[src/rtl/ps2_device_tx_pkg.sv]
// Shared PS/2 frame constants, transmitter FSM states and the frame builder
// used by the device-side transmitter.
package ps2_device_tx_pkg;

  localparam int   PS2_FRAME_BITS = 11;
  localparam int   PS2_LAST_BIT   = PS2_FRAME_BITS - 1;
  localparam logic PS2_START_BIT  = 1'b0;
  localparam logic PS2_STOP_BIT   = 1'b1;

  typedef enum logic [1:0] {
    ST_IDLE = 2'd0,
    ST_HIGH = 2'd1,
    ST_LOW  = 2'd2,
    ST_GAP  = 2'd3
  } tx_state_e;

  // Bit 0 goes on the wire first: {stop, odd parity, D7..D0, start}.
  function automatic logic [PS2_FRAME_BITS-1:0] build_frame(input logic [7:0] data);
    return {PS2_STOP_BIT, ~^data, data, PS2_START_BIT};
  endfunction

endpackage

[src/rtl/ps2_device_tx_fifo.sv]
// Synchronous scan-code FIFO: head is always visible, pop is a strobe.
module ps2_tx_fifo #(
  parameter  int DEPTH = 8,
  parameter  int WIDTH = 8,
  localparam int PTR_W = $clog2(DEPTH),
  localparam int CNT_W = $clog2(DEPTH + 1)
) (
  input  logic             clk,
  input  logic             rst,
  input  logic             push_i,
  input  logic [WIDTH-1:0] wr_data_i,
  input  logic             pop_i,
  output logic [WIDTH-1:0] rd_data_o,
  output logic [CNT_W-1:0] count_o,
  output logic             empty_o
);

  logic [WIDTH-1:0] mem_q [DEPTH];
  logic [PTR_W-1:0] wr_ptr_q, rd_ptr_q;
  logic [CNT_W-1:0] count_q;
  logic             push_ok, pop_ok;

  assign push_ok = push_i && (count_q != CNT_W'(DEPTH));
  assign pop_ok  = pop_i && (count_q != '0);

  // NOTE: storage is deliberately left out of reset; count and pointers alone
  // decide which entries are valid, so flushing them is enough.
  always_ff @(posedge clk) begin
    if (push_ok) mem_q[wr_ptr_q] <= wr_data_i;
  end

  always_ff @(posedge clk or posedge rst) begin
    if (rst) begin
      wr_ptr_q <= '0;
      rd_ptr_q <= '0;
      count_q  <= '0;
    end else begin
      if (push_ok) wr_ptr_q <= wr_ptr_q + PTR_W'(1);
      if (pop_ok)  rd_ptr_q <= rd_ptr_q + PTR_W'(1);
      case ({push_ok, pop_ok})
        2'b10:   count_q <= count_q + CNT_W'(1);
        2'b01:   count_q <= count_q - CNT_W'(1);
        default: count_q <= count_q;
      endcase
    end
  end

  assign rd_data_o = mem_q[rd_ptr_q];
  assign count_o   = count_q;
  assign empty_o   = (count_q == '0);

endmodule

[src/rtl/ps2_device_tx.sv]
// Device-side PS/2 transmitter: emulates a keyboard, serialising queued scan
// codes as 11-bit frames on a self-generated ps2_clk, honouring host inhibit.
module ps2_device_tx
  import ps2_device_tx_pkg::*;
#(
  parameter int HALF_PERIOD = 8,
  parameter int FIFO_DEPTH  = 8,
  parameter int GAP_CYCLES  = 16
) (
  input  logic       clk,
  input  logic       rst,
  input  logic       code_valid,
  input  logic [7:0] code_data,
  output logic       code_ready,
  input  logic       host_inhibit,
  output logic       ps2_clk,
  output logic       ps2_data,
  output logic       busy,
  output logic       frame_done
);

  localparam int TMR_MAX = (HALF_PERIOD > GAP_CYCLES) ? HALF_PERIOD : GAP_CYCLES;
  localparam int TMR_W   = $clog2(TMR_MAX);
  localparam int FCNT_W  = $clog2(FIFO_DEPTH + 1);
  localparam logic [TMR_W-1:0] HALF_LOAD = TMR_W'(HALF_PERIOD - 1);
  localparam logic [TMR_W-1:0] GAP_LOAD  = TMR_W'(GAP_CYCLES - 1);

  tx_state_e                  state_q, state_d;
  logic [TMR_W-1:0]           tmr_q, tmr_d;
  logic [3:0]                 bit_cnt_q, bit_cnt_d;
  logic [PS2_FRAME_BITS-1:0]  shift_q, shift_d;
  logic                       ps2_clk_q, ps2_clk_d;
  logic                       ps2_data_q, ps2_data_d;
  logic                       frame_done_q, frame_done_d;

  logic              push, pop, fifo_empty, tmr_zero;
  logic [7:0]        fifo_head;
  logic [FCNT_W-1:0] fifo_count;

  assign code_ready = (fifo_count < FCNT_W'(FIFO_DEPTH));
  assign push       = code_valid && code_ready;

  ps2_tx_fifo #(.DEPTH(FIFO_DEPTH), .WIDTH(8)) u_fifo (
    .clk       (clk),
    .rst       (rst),
    .push_i    (push),
    .wr_data_i (code_data),
    .pop_i     (pop),
    .rd_data_o (fifo_head),
    .count_o   (fifo_count),
    .empty_o   (fifo_empty)
  );

  assign tmr_zero = (tmr_q == '0);

  // NOTE: every signal gets its hold value before the case so no path can
  // leave one unassigned and infer a latch.
  always_comb begin
    state_d      = state_q;
    tmr_d        = tmr_q;
    bit_cnt_d    = bit_cnt_q;
    shift_d      = shift_q;
    ps2_clk_d    = ps2_clk_q;
    ps2_data_d   = ps2_data_q;
    frame_done_d = 1'b0;
    pop          = 1'b0;

    case (state_q)
      ST_IDLE: begin
        if (!fifo_empty && !host_inhibit) begin
          shift_d    = build_frame(fifo_head);
          ps2_data_d = PS2_START_BIT;
          bit_cnt_d  = '0;
          tmr_d      = HALF_LOAD;
          state_d    = ST_HIGH;
        end
      end
      ST_HIGH, ST_LOW: begin
        // Inhibit abandons the frame without popping, so the byte is resent whole.
        if (host_inhibit) begin
          ps2_clk_d  = 1'b1;
          ps2_data_d = 1'b1;
          tmr_d      = GAP_LOAD;
          state_d    = ST_GAP;
        end else if (!tmr_zero) begin
          tmr_d = tmr_q - TMR_W'(1);
        end else if (state_q == ST_HIGH) begin
          ps2_clk_d = 1'b0;
          tmr_d     = HALF_LOAD;
          state_d   = ST_LOW;
        end else if (bit_cnt_q == 4'(PS2_LAST_BIT)) begin
          ps2_clk_d    = 1'b1;
          ps2_data_d   = 1'b1;
          pop          = 1'b1;
          frame_done_d = 1'b1;
          tmr_d        = GAP_LOAD;
          state_d      = ST_GAP;
        end else begin
          ps2_clk_d  = 1'b1;
          ps2_data_d = shift_q[1];
          shift_d    = {1'b1, shift_q[PS2_FRAME_BITS-1:1]};
          bit_cnt_d  = bit_cnt_q + 4'd1;
          tmr_d      = HALF_LOAD;
          state_d    = ST_HIGH;
        end
      end
      ST_GAP: begin
        if (tmr_zero) state_d = ST_IDLE;
        else          tmr_d   = tmr_q - TMR_W'(1);
      end
      default: state_d = ST_IDLE;
    endcase
  end

  // NOTE: state registers use non-blocking assignments so every flop samples
  // the pre-edge values computed above.
  always_ff @(posedge clk or posedge rst) begin
    if (rst) begin
      state_q      <= ST_IDLE;
      tmr_q        <= '0;
      bit_cnt_q    <= '0;
      shift_q      <= '1;
      ps2_clk_q    <= 1'b1;
      ps2_data_q   <= 1'b1;
      frame_done_q <= 1'b0;
    end else begin
      state_q      <= state_d;
      tmr_q        <= tmr_d;
      bit_cnt_q    <= bit_cnt_d;
      shift_q      <= shift_d;
      ps2_clk_q    <= ps2_clk_d;
      ps2_data_q   <= ps2_data_d;
      frame_done_q <= frame_done_d;
    end
  end

  assign ps2_clk    = ps2_clk_q;
  assign ps2_data   = ps2_data_q;
  assign frame_done = frame_done_q;
  assign busy       = (state_q != ST_IDLE);

endmodule

[config.mk]
export PLATFORM = sky130hd
export DESIGN_NAME = ps2_device_tx
export DESIGN_NICKNAME = d
export VERILOG_FILES = /design/src/rtl/ps2_device_tx_pkg.sv /design/src/rtl/ps2_device_tx_fifo.sv /design/src/rtl/ps2_device_tx.sv
export SDC_FILE = /design/constraint.sdc
export NUM_CORES = 1
export LEC_CHECK = 0
export CORE_MARGIN = 4
export CORE_UTILIZATION = 29
export CTS_CLUSTER_DIAMETER = 40
export DETAILED_ROUTE_END_ITERATION = 16
export GPL_TIMING_DRIVEN = 0
export PLACE_DENSITY_LB_ADDON = 0.2
export RECOVER_POWER = 25
export SETUP_SLACK_MARGIN = 0.1
export SYNTH_ARGS = -nofsm -noshare
export SYNTH_HDL_FRONTEND = slang
export SYNTH_HIERARCHICAL = 1
export SYNTH_SLANG_ARGS = --single-unit
[constraint.sdc]
create_clock -name clk -period 4.4 [get_ports clk]
set_input_delay 1.1 -clock clk [delete_from_list [all_inputs] [get_ports clk]]
set_output_delay 1.1 -clock clk [all_outputs]
set_load 0.1 [all_outputs]
==> results of run 1 <==
==> cell families after synthesis <==
kind of cell               Yosys count  synth area share
DFF                                 96             0.604
and+or+nand+nor                     57            0.0710
muxes                               47             0.169
AOI/OAI and AO/OA                   41            0.0635
buffers and inverters               26            0.0279
xor gates and xnor gates            14            0.0271
adders and majority gates           13            0.0376
==> synthesized netlist by cell type, drive strengths merged, types with 2 or more instances <==
master / n
edfxtp: 64
mux2: 28
dfrtp: 21
inv: 17
mux4: 16
nor2: 14
a21oi: 13
nand2: 13
ha: 12
dfstp: 11
xnor2: 11
o21ai: 8
buf: 7
nand3: 5
nand2b: 4
nor3: 4
nor3b: 4
mux2i: 3
or4b: 3
xor2: 3
a21boi: 2
a21o: 2
clkbuf: 2
nand3b: 2
nor4: 2
o21bai: 2
o311ai: 2
o31ai: 2
==> per-layer routing <==
| metal | part of all wire | GRT usage | vias up | wire length, um |
|---|---|---|---|---|
| li1 | - | - | 1185 | - |
| met1 | 0.46 | 0.129 | 1249 | 3960 |
| met2 | 0.49 | 0.165 | 39 | 4180 |
| met3 | 0.028 | 0.0266 | 12 | 240 |
| met4 | 0.017 | 0.0370 | 0 | 145 |
| met5 | 0 | 0 | - | 0 |
==> critical path, delay by kind of cell (launching register included) <==
kind	cells	cell delay [ps]
DFF	1	410
adders and majority gates	3	930
buffers and inverters	2	230
and+or+nand+nor	4	1800
AOI/OAI and AO/OA	3	500
==> power breakdown <==
group / leakage [uW] / switching (uW) / internal, uW
Clock: 0.000140 / 339 / 442
Sequential: 0.000957 / 142 / 1200
Combinational: 0.000747 / 607 / 479
==> per-stage QoR <==
stage / instance area [um2] / hold slack, ps / setup slack [ps] / utilization / std cells
after floorplan: 4530 / 484 / 989 / - / 294
after global placement: 4940 / 485 / 421 / 0.324 / 520
after detailed placement: 4950 / 488 / 464 / 0.325 / 520
after CTS: 5250 / 501 / 476 / 0.344 / 534
after global routing: 5250 / 521 / 265 / 0.344 / 534
final: 5250 / 503 / 406 / 0.344 / 534
==> layout make-up <==
class / count / area share
Buffer: 9 / 0.0119
Clock buffer: 9 / 0.0429
Clock inverter: 5 / 0.0126
Inverter: 17 / 0.0122
Multi-Input combinational cell: 172 / 0.320
Sequential cell: 96 / 0.522
Tap cell: 211 / 0.0503
Timing Repair Buffer: 15 / 0.0286
==> state kept, by name, indices dropped and copies added (netlist names) <==
name / cells
u_fifo/rd_ptr_q: 3
u_fifo/mem_q: 64
state_q: 2
ps2_data: 1
u_fifo/count_o: 4
shift_q: 9
frame_done: 1
ps2_clk: 1
bit_cnt_q: 4
tmr_q: 4
u_fifo/wr_ptr_q: 3
==> path summary, 6_finish.rpt <==
check                      cells after the start                end     start  slack [ps]
max                                           12  u_fifo/count_o[3]  tmr_q[0]         410
max reg2reg                                   12  u_fifo/count_o[3]  tmr_q[0]         410
max in group asynchronous                      2       bit_cnt_q[3]       rst        2400
min                                            2            ps2_clk   ps2_clk         500
min in group asynchronous                      2  u_fifo/count_o[2]       rst        1240
min reg2reg                                    2            ps2_clk   ps2_clk         500
==> results.md, run 1 <==
- Final critical delay including setup and external delays: 3990 ps
- Total wire length after detailed routing: 8530 um
- Endpoint arrival time on the critical path: 4200 ps
- Flip-flop and latch count after synthesis: 96
- Number of global-route vias before repair: 2491
- FMAX: 250 MHz
- RSZ-0062 raised after global routing: no
- Peak supply drop: 0.264 mV
- I/O pins: 17
- Via count normalized by instance count: 4.65
- TritonCTS clock tree: yes
- CTS-repair resized insts: 0
- Starting density of the core: 0.297
- Synthesized cell area: 0.00453 mm2
- Dominant cell type by area after synthesis: sky130_fd_sc_hd__edfxtp_1
- Fillers: 1488
- Max Cap Viol: 0
- Placed wire-length estimate: 5650 um
- Global route overflow: 0
- Nature of the critical path startpoint: register
- Leading cell types in the layout, fill and taps excluded: sky130_fd_sc_hd__edfxtp_1 (64), sky130_fd_sc_hd__mux2_2 (28), sky130_fd_sc_hd__dfrtp_1 (21), sky130_fd_sc_hd__inv_1 (17), sky130_fd_sc_hd__mux4_1 (16)
- Number of antenna violations at the first check in global routing: 0
- Category of the most critical setup path: register to register
- Multi-input gate area in the final layout: 0.00168 mm2
- Number of clock buffers inserted by TritonCTS: 9
- Antenna-violating nets left: 0
- Routed length per placed instance: 16.0 um
- Total leakage power: 0.00184 uW
- Max H-tree Level: 3
- Total Neg Setup Slack: 0 ps
- Fraction of layout instances using a drive strength above 1: 0.217
- Number of DRC violations after detailed-routing iteration 0: 138
- PnR Total Power: 3210 uW
- Skew-Pair Late Insertion Delay: 340 ps
- Synthesized netlist cell count: 294
- Number of buffers inserted for hold repair after clock tree synthesis: 0
- Final-report max-slew violation count: 0
- Library cells used by synthesis: 53
- Most common cell after layout, fill and taps aside: sky130_fd_sc_hd__edfxtp_1
- Cells taking the most area after synthesis: sky130_fd_sc_hd__edfxtp_1 (42%), sky130_fd_sc_hd__dfrtp_1 (12%), sky130_fd_sc_hd__mux4_1 (9.3%), sky130_fd_sc_hd__mux2_2 (7.0%), sky130_fd_sc_hd__dfstp_2 (6.4%)
- Via total after detailed routing: 2485
- Clock Sink Count: 96
- Port-buffer cells: 15
- Kind of capture point of the worst setup path: register
- Layout net count: 345
- Data required time at the worst endpoint: 4610 ps
- Register area: 0.00274 mm2
- Number of diodes added for antenna fixing: 0
- Drc violations: 0
- CTS Buffer Depth: 2
- Die Wd: 133 um
- Sequential fraction of the synthesis area: 0.604
- Cells along the critical path: inv_1 -> ha_1 -> nor3b_4 -> nand2_1 -> nor4_1 -> o41ai_2 -> inv_1 -> ha_1 -> ha_1 -> or4b_2 -> o311ai_0 -> o211ai_1
- Run status: complete, no violations
- Synth async-reset ratio: 0.333
- First-pass GRT wire length: 13700 um
- Cell occurring most often along the worst timing path: sky130_fd_sc_hd__ha_1
- First-pass iteration count of the detailed router: 4
- Post-Route Skew: 4.40 ps
- Slew of the pin with the lowest slew margin: 971 ps
- Number of enable flip-flop cells after synthesis: 64
- Cell area power density: 612 mW/mm2
- Placeable Area: 0.0153 mm2
- Buffers inserted during post-CTS setup optimization: 0
- Number of failing setup endpoints in the final timing report: 0
- Die Area: 0.0177 mm2
- Top cell type's share of synthesized area: 0.424
- Area growth from synthesis to layout: 15.8%
- Slowest stage delay, CP: 620 ps
- Yosys warnings: 6
- Slowest cell on the critical path: sky130_fd_sc_hd__or4b_2
- Clock root buffer: sky130_fd_sc_hd__clkbuf_16
- Period utilisation layout: 0.908
- Final Hold Viols: 0
- Pin count of the biggest net entering global routing: 23
- Avg Cell Area, Syn: 15.4 um2
- Synthesized netlist net count: 319
- Number of cell rows: 45
- Most instantiated flip-flop cell in the synthesis netlist: sky130_fd_sc_hd__edfxtp_1
- Global-route usage over all layers: 0.101
- Max_slew headroom: 0.351
- Class of the worst hold path: register to register
- Top fanout value on the critical path: 9
- Clock transition at the registers of the reported paths: 70 ps
- Weighted congestion at the end of routability-driven global placement: 0.748
- Vert. Die Dim: 133 um
(Power assumes the default switching activity.)
==> inputs of run 2 (changes only) <==
Settings changed: CTS_CLUSTER_DIAMETER 40 to unset.
==> results of run 2 <==
No change in the layout: final DEF, timing and power equal those of run 1.
==> inputs of run 3 (changes only) <==
Settings changed: SKIP_CTS_REPAIR_TIMING set to 1.
Clock period 4.4 ns to 3.67 ns, I/O delays scaled along.
==> run 3 against run 2 <==
Effect of this change: sequential cell count did not move; setup slack worse by 120 ps; cell area is 0.86% higher; via count grew 0.44%.
==> results.md, run 3 (synthesis gave the netlist of run 1 again) <==
- Worst hold slack after final layout: 500 ps (was 503 ps)
- Fraction of layout instances using a drive strength above 1: 0.233 (was 0.217)
- Top fanout value on the critical path: 10 (was 9)
- Kind of capture point of the worst setup path: register (unchanged)
- Drc violations: 0 (unchanged)
- Max_slew headroom: 0.349 (was 0.351)
- Pin count of the biggest net entering global routing: 23 (unchanged)
- Slew of the pin with the lowest slew margin: 974 ps (was 971 ps)
- First-pass GRT wire length: 13700 um (unchanged)
- Number of cell rows: 45 (unchanged)
- FMAX: 296 MHz (was 250 MHz)
- Number of clock buffers inserted by TritonCTS: 9 (unchanged)
- Weighted congestion at the end of routability-driven global placement: 0.748 (unchanged)
- Post-Route Skew: 3.47 ps (was 4.40 ps)
- Cells along the critical path: inv_1 -> ha_1 -> clkbuf_4 -> nand2_2 -> nor4_4 -> o41ai_2 -> inv_1 -> ha_2 -> ha_1 -> or4b_2 -> o311ai_0 -> o211ai_1 (was inv_1 -> ha_1 -> nor3b_4 -> nand2_1 -> nor4_1 -> o41ai_2 -> inv_1 -> ha_1 -> ha_1 -> or4b_2 -> o311ai_0 -> o211ai_1)
- Final-report max-slew violation count: 0 (unchanged)
- Finished layout cell area: 0.00529 mm2 (was 0.00525 mm2)
- Nature of the critical path startpoint: register (unchanged)
- Cell area power density: 732 mW/mm2 (was 612 mW/mm2)
- Placed wire-length estimate: 5650 um (unchanged)
- Layout net count: 348 (was 345)
- Clock Sink Count: 96 (unchanged)
- Internal Dissipation: 2560 uW (was 2120 uW)
- Number of diodes added for antenna fixing: 0 (unchanged)
- Run status: complete, no violations (unchanged)
- Area growth from synthesis to layout: 16.8% (was 15.8%)
- Net load switching power: 1310 uW (was 1090 uW)
- RSZ-0062 raised after global routing: no (unchanged)
- Max Cap Viol: 0 (unchanged)
- Clock root buffer: sky130_fd_sc_hd__clkbuf_16 (unchanged)
- Largest registers ranked by flip-flop count: u_fifo/mem_q x64, shift_q x9 (unchanged)
- Total wire length after detailed routing: 8540 um (was 8530 um)
- Total leakage power: 0.00186 uW (was 0.00184 uW)
- Port-buffer cells: 15 (unchanged)
- Number of DRC violations after detailed-routing iteration 0: 126 (was 138)
- TritonCTS clock tree: yes (unchanged)
- Global-route usage over all layers: 0.101 (unchanged)
- Peak supply drop: 0.321 mV (was 0.264 mV)
- Clk pwr share: 0.242 (was 0.243)
- Class of the worst hold path: register to register (unchanged)
- Switching portion of total power: 0.339 (about the same)
- Slowest cell on the critical path: sky130_fd_sc_hd__or4b_2 (unchanged)
- I/O pins: 17 (unchanged)
- Leading cell types in the layout, fill and taps excluded: sky130_fd_sc_hd__edfxtp_1 (64), sky130_fd_sc_hd__mux2_2 (28), sky130_fd_sc_hd__dfrtp_1 (21), sky130_fd_sc_hd__inv_1 (17), sky130_fd_sc_hd__mux4_1 (16) (unchanged)
- Clock transition at the registers of the reported paths: 70 ps (about the same)
- Combinational fraction of design power: 0.343 (was 0.338)
- Number of antenna violations at the first check in global routing: 0 (unchanged)
- Flip-flop count of the largest register after layout: 64 (unchanged)
- Total Neg Setup Slack: 0 ps (unchanged)
- Die Wd: 133 um (unchanged)
- Most common cell after layout, fill and taps aside: sky130_fd_sc_hd__edfxtp_1 (unchanged)
- Number of global-route vias before repair: 2491 (unchanged)
- Fraction of the core area covered by cells at the end of the flow: 0.347 (was 0.344)
- Total cell area at the placement stage: 0.00495 mm2 (unchanged)
- Category of the most critical setup path: register to register (unchanged)
- Final Hold Viols: 0 (unchanged)
- Sequential fraction of design power: 0.416 (was 0.418)
- Buffering stage count on the worst path with inverters included: 3 (was 2)
- Top delay family on crit path: adder cells (was simple AND/OR/NAND/NOR gates)
- First-pass iteration count of the detailed router: 4 (unchanged)
- Via total after detailed routing: 2496 (was 2485)
- Slowest stage delay, CP: 620 ps (about the same)
- Routed length per placed instance: 15.9 um (was 16.0 um)
- Endpoint arrival time on the critical path: 3590 ps (was 4200 ps)
- Number of failing setup endpoints in the final timing report: 0 (unchanged)
- CTS Buffer Depth: 2 (unchanged)
- Antenna-violating nets left: 0 (unchanged)
- Die Area: 0.0177 mm2 (unchanged)
- Placeable Area: 0.0153 mm2 (unchanged)
- Period utilisation layout: 0.921 (was 0.908)
- Max H-tree Level: 3 (unchanged)
- Starting density of the core: 0.297 (unchanged)
- Final critical delay including setup and external delays: 3380 ps (was 3990 ps)
- Via count normalized by instance count: 4.65 (about the same)
- Skew-Pair Late Insertion Delay: 340 ps (about the same)
- Vert. Die Dim: 133 um (unchanged)
- Data required time at the worst endpoint: 3880 ps (was 4610 ps)
- Register ranked first by flip-flop count: u_fifo/mem_q (unchanged)
- Global route overflow: 0 (unchanged)
run 3: power by group through the flow:
stage / Combinational, uW / Clock [uW] / Sequential, uW
2_1_floorplan: 995 / 0 / 1630
3_3_place_gp: 1290 / 0 / 1630
3_5_place_dp: 1310 / 0 / 1640
4_1_cts: 1320 / 978 / 1610
5_1_grt: 1460 / 1010 / 1640
6_report: 1330 / 936 / 1610
run 3: cell type report:
| class | count | area [um2] |
|---|---|---|
| buffer | 9 | 65.1 |
| clock buffer | 9 | 225 |
| clock inverter | 5 | 66.3 |
| fill | 1479 | 9970 |
| inverter | 17 | 63.8 |
| multi-input combinational | 172 | 1700 |
| sequential | 96 | 2740 |
| tap | 211 | 264 |
| timing repair buffer | 18 | 173 |
run 3: per-layer routing:
metal | share of wire | GRT usage | vias to the layer above
met5 | 0 | 0 | -
met4 | 0.013 | 0.0370 | 0
met3 | 0.030 | 0.0266 | 10
met2 | 0.49 | 0.165 | 43
met1 | 0.47 | 0.129 | 1254
li1 | - | - | 1189
run 3: metrics by stage:
stage | total power, uW | worst slack (ps) | instances
global route | 4120 | 136 | 537
CTS | 3910 | -254 | 534
detailed placement | 2940 | -194 | 520
finish | 3870 | 291 | 537
floorplan | 2630 | 442 | 294
global placement | 2920 | -234 | 520
run 3: worst paths after layout:
path / slack, ps / from / to / depth (start not counted)
max: 290 / state_q[0] / u_fifo/count_o[3] / 12
min: 500 / ps2_clk / ps2_clk / 2
max reg2reg: 290 / state_q[0] / u_fifo/count_o[3] / 12
min reg2reg: 500 / ps2_clk / ps2_clk / 2
max in group asynchronous: 1850 / rst / bit_cnt_q[3] / 2
min in group asynchronous: 1060 / rst / u_fifo/count_o[2] / 2
run 3: worst register-to-register path: stages (launching register included):
cell	delay, ps
sky130_fd_sc_hd__dfrtp_1	420
sky130_fd_sc_hd__inv_1	60
sky130_fd_sc_hd__ha_1	380
sky130_fd_sc_hd__clkbuf_4	270
sky130_fd_sc_hd__nand2_2	110
sky130_fd_sc_hd__nor4_4	240
sky130_fd_sc_hd__o41ai_2	180
sky130_fd_sc_hd__inv_1	140
sky130_fd_sc_hd__ha_2	280
sky130_fd_sc_hd__ha_1	310
sky130_fd_sc_hd__or4b_2	620
sky130_fd_sc_hd__o311ai_0	120
sky130_fd_sc_hd__o211ai_1	120
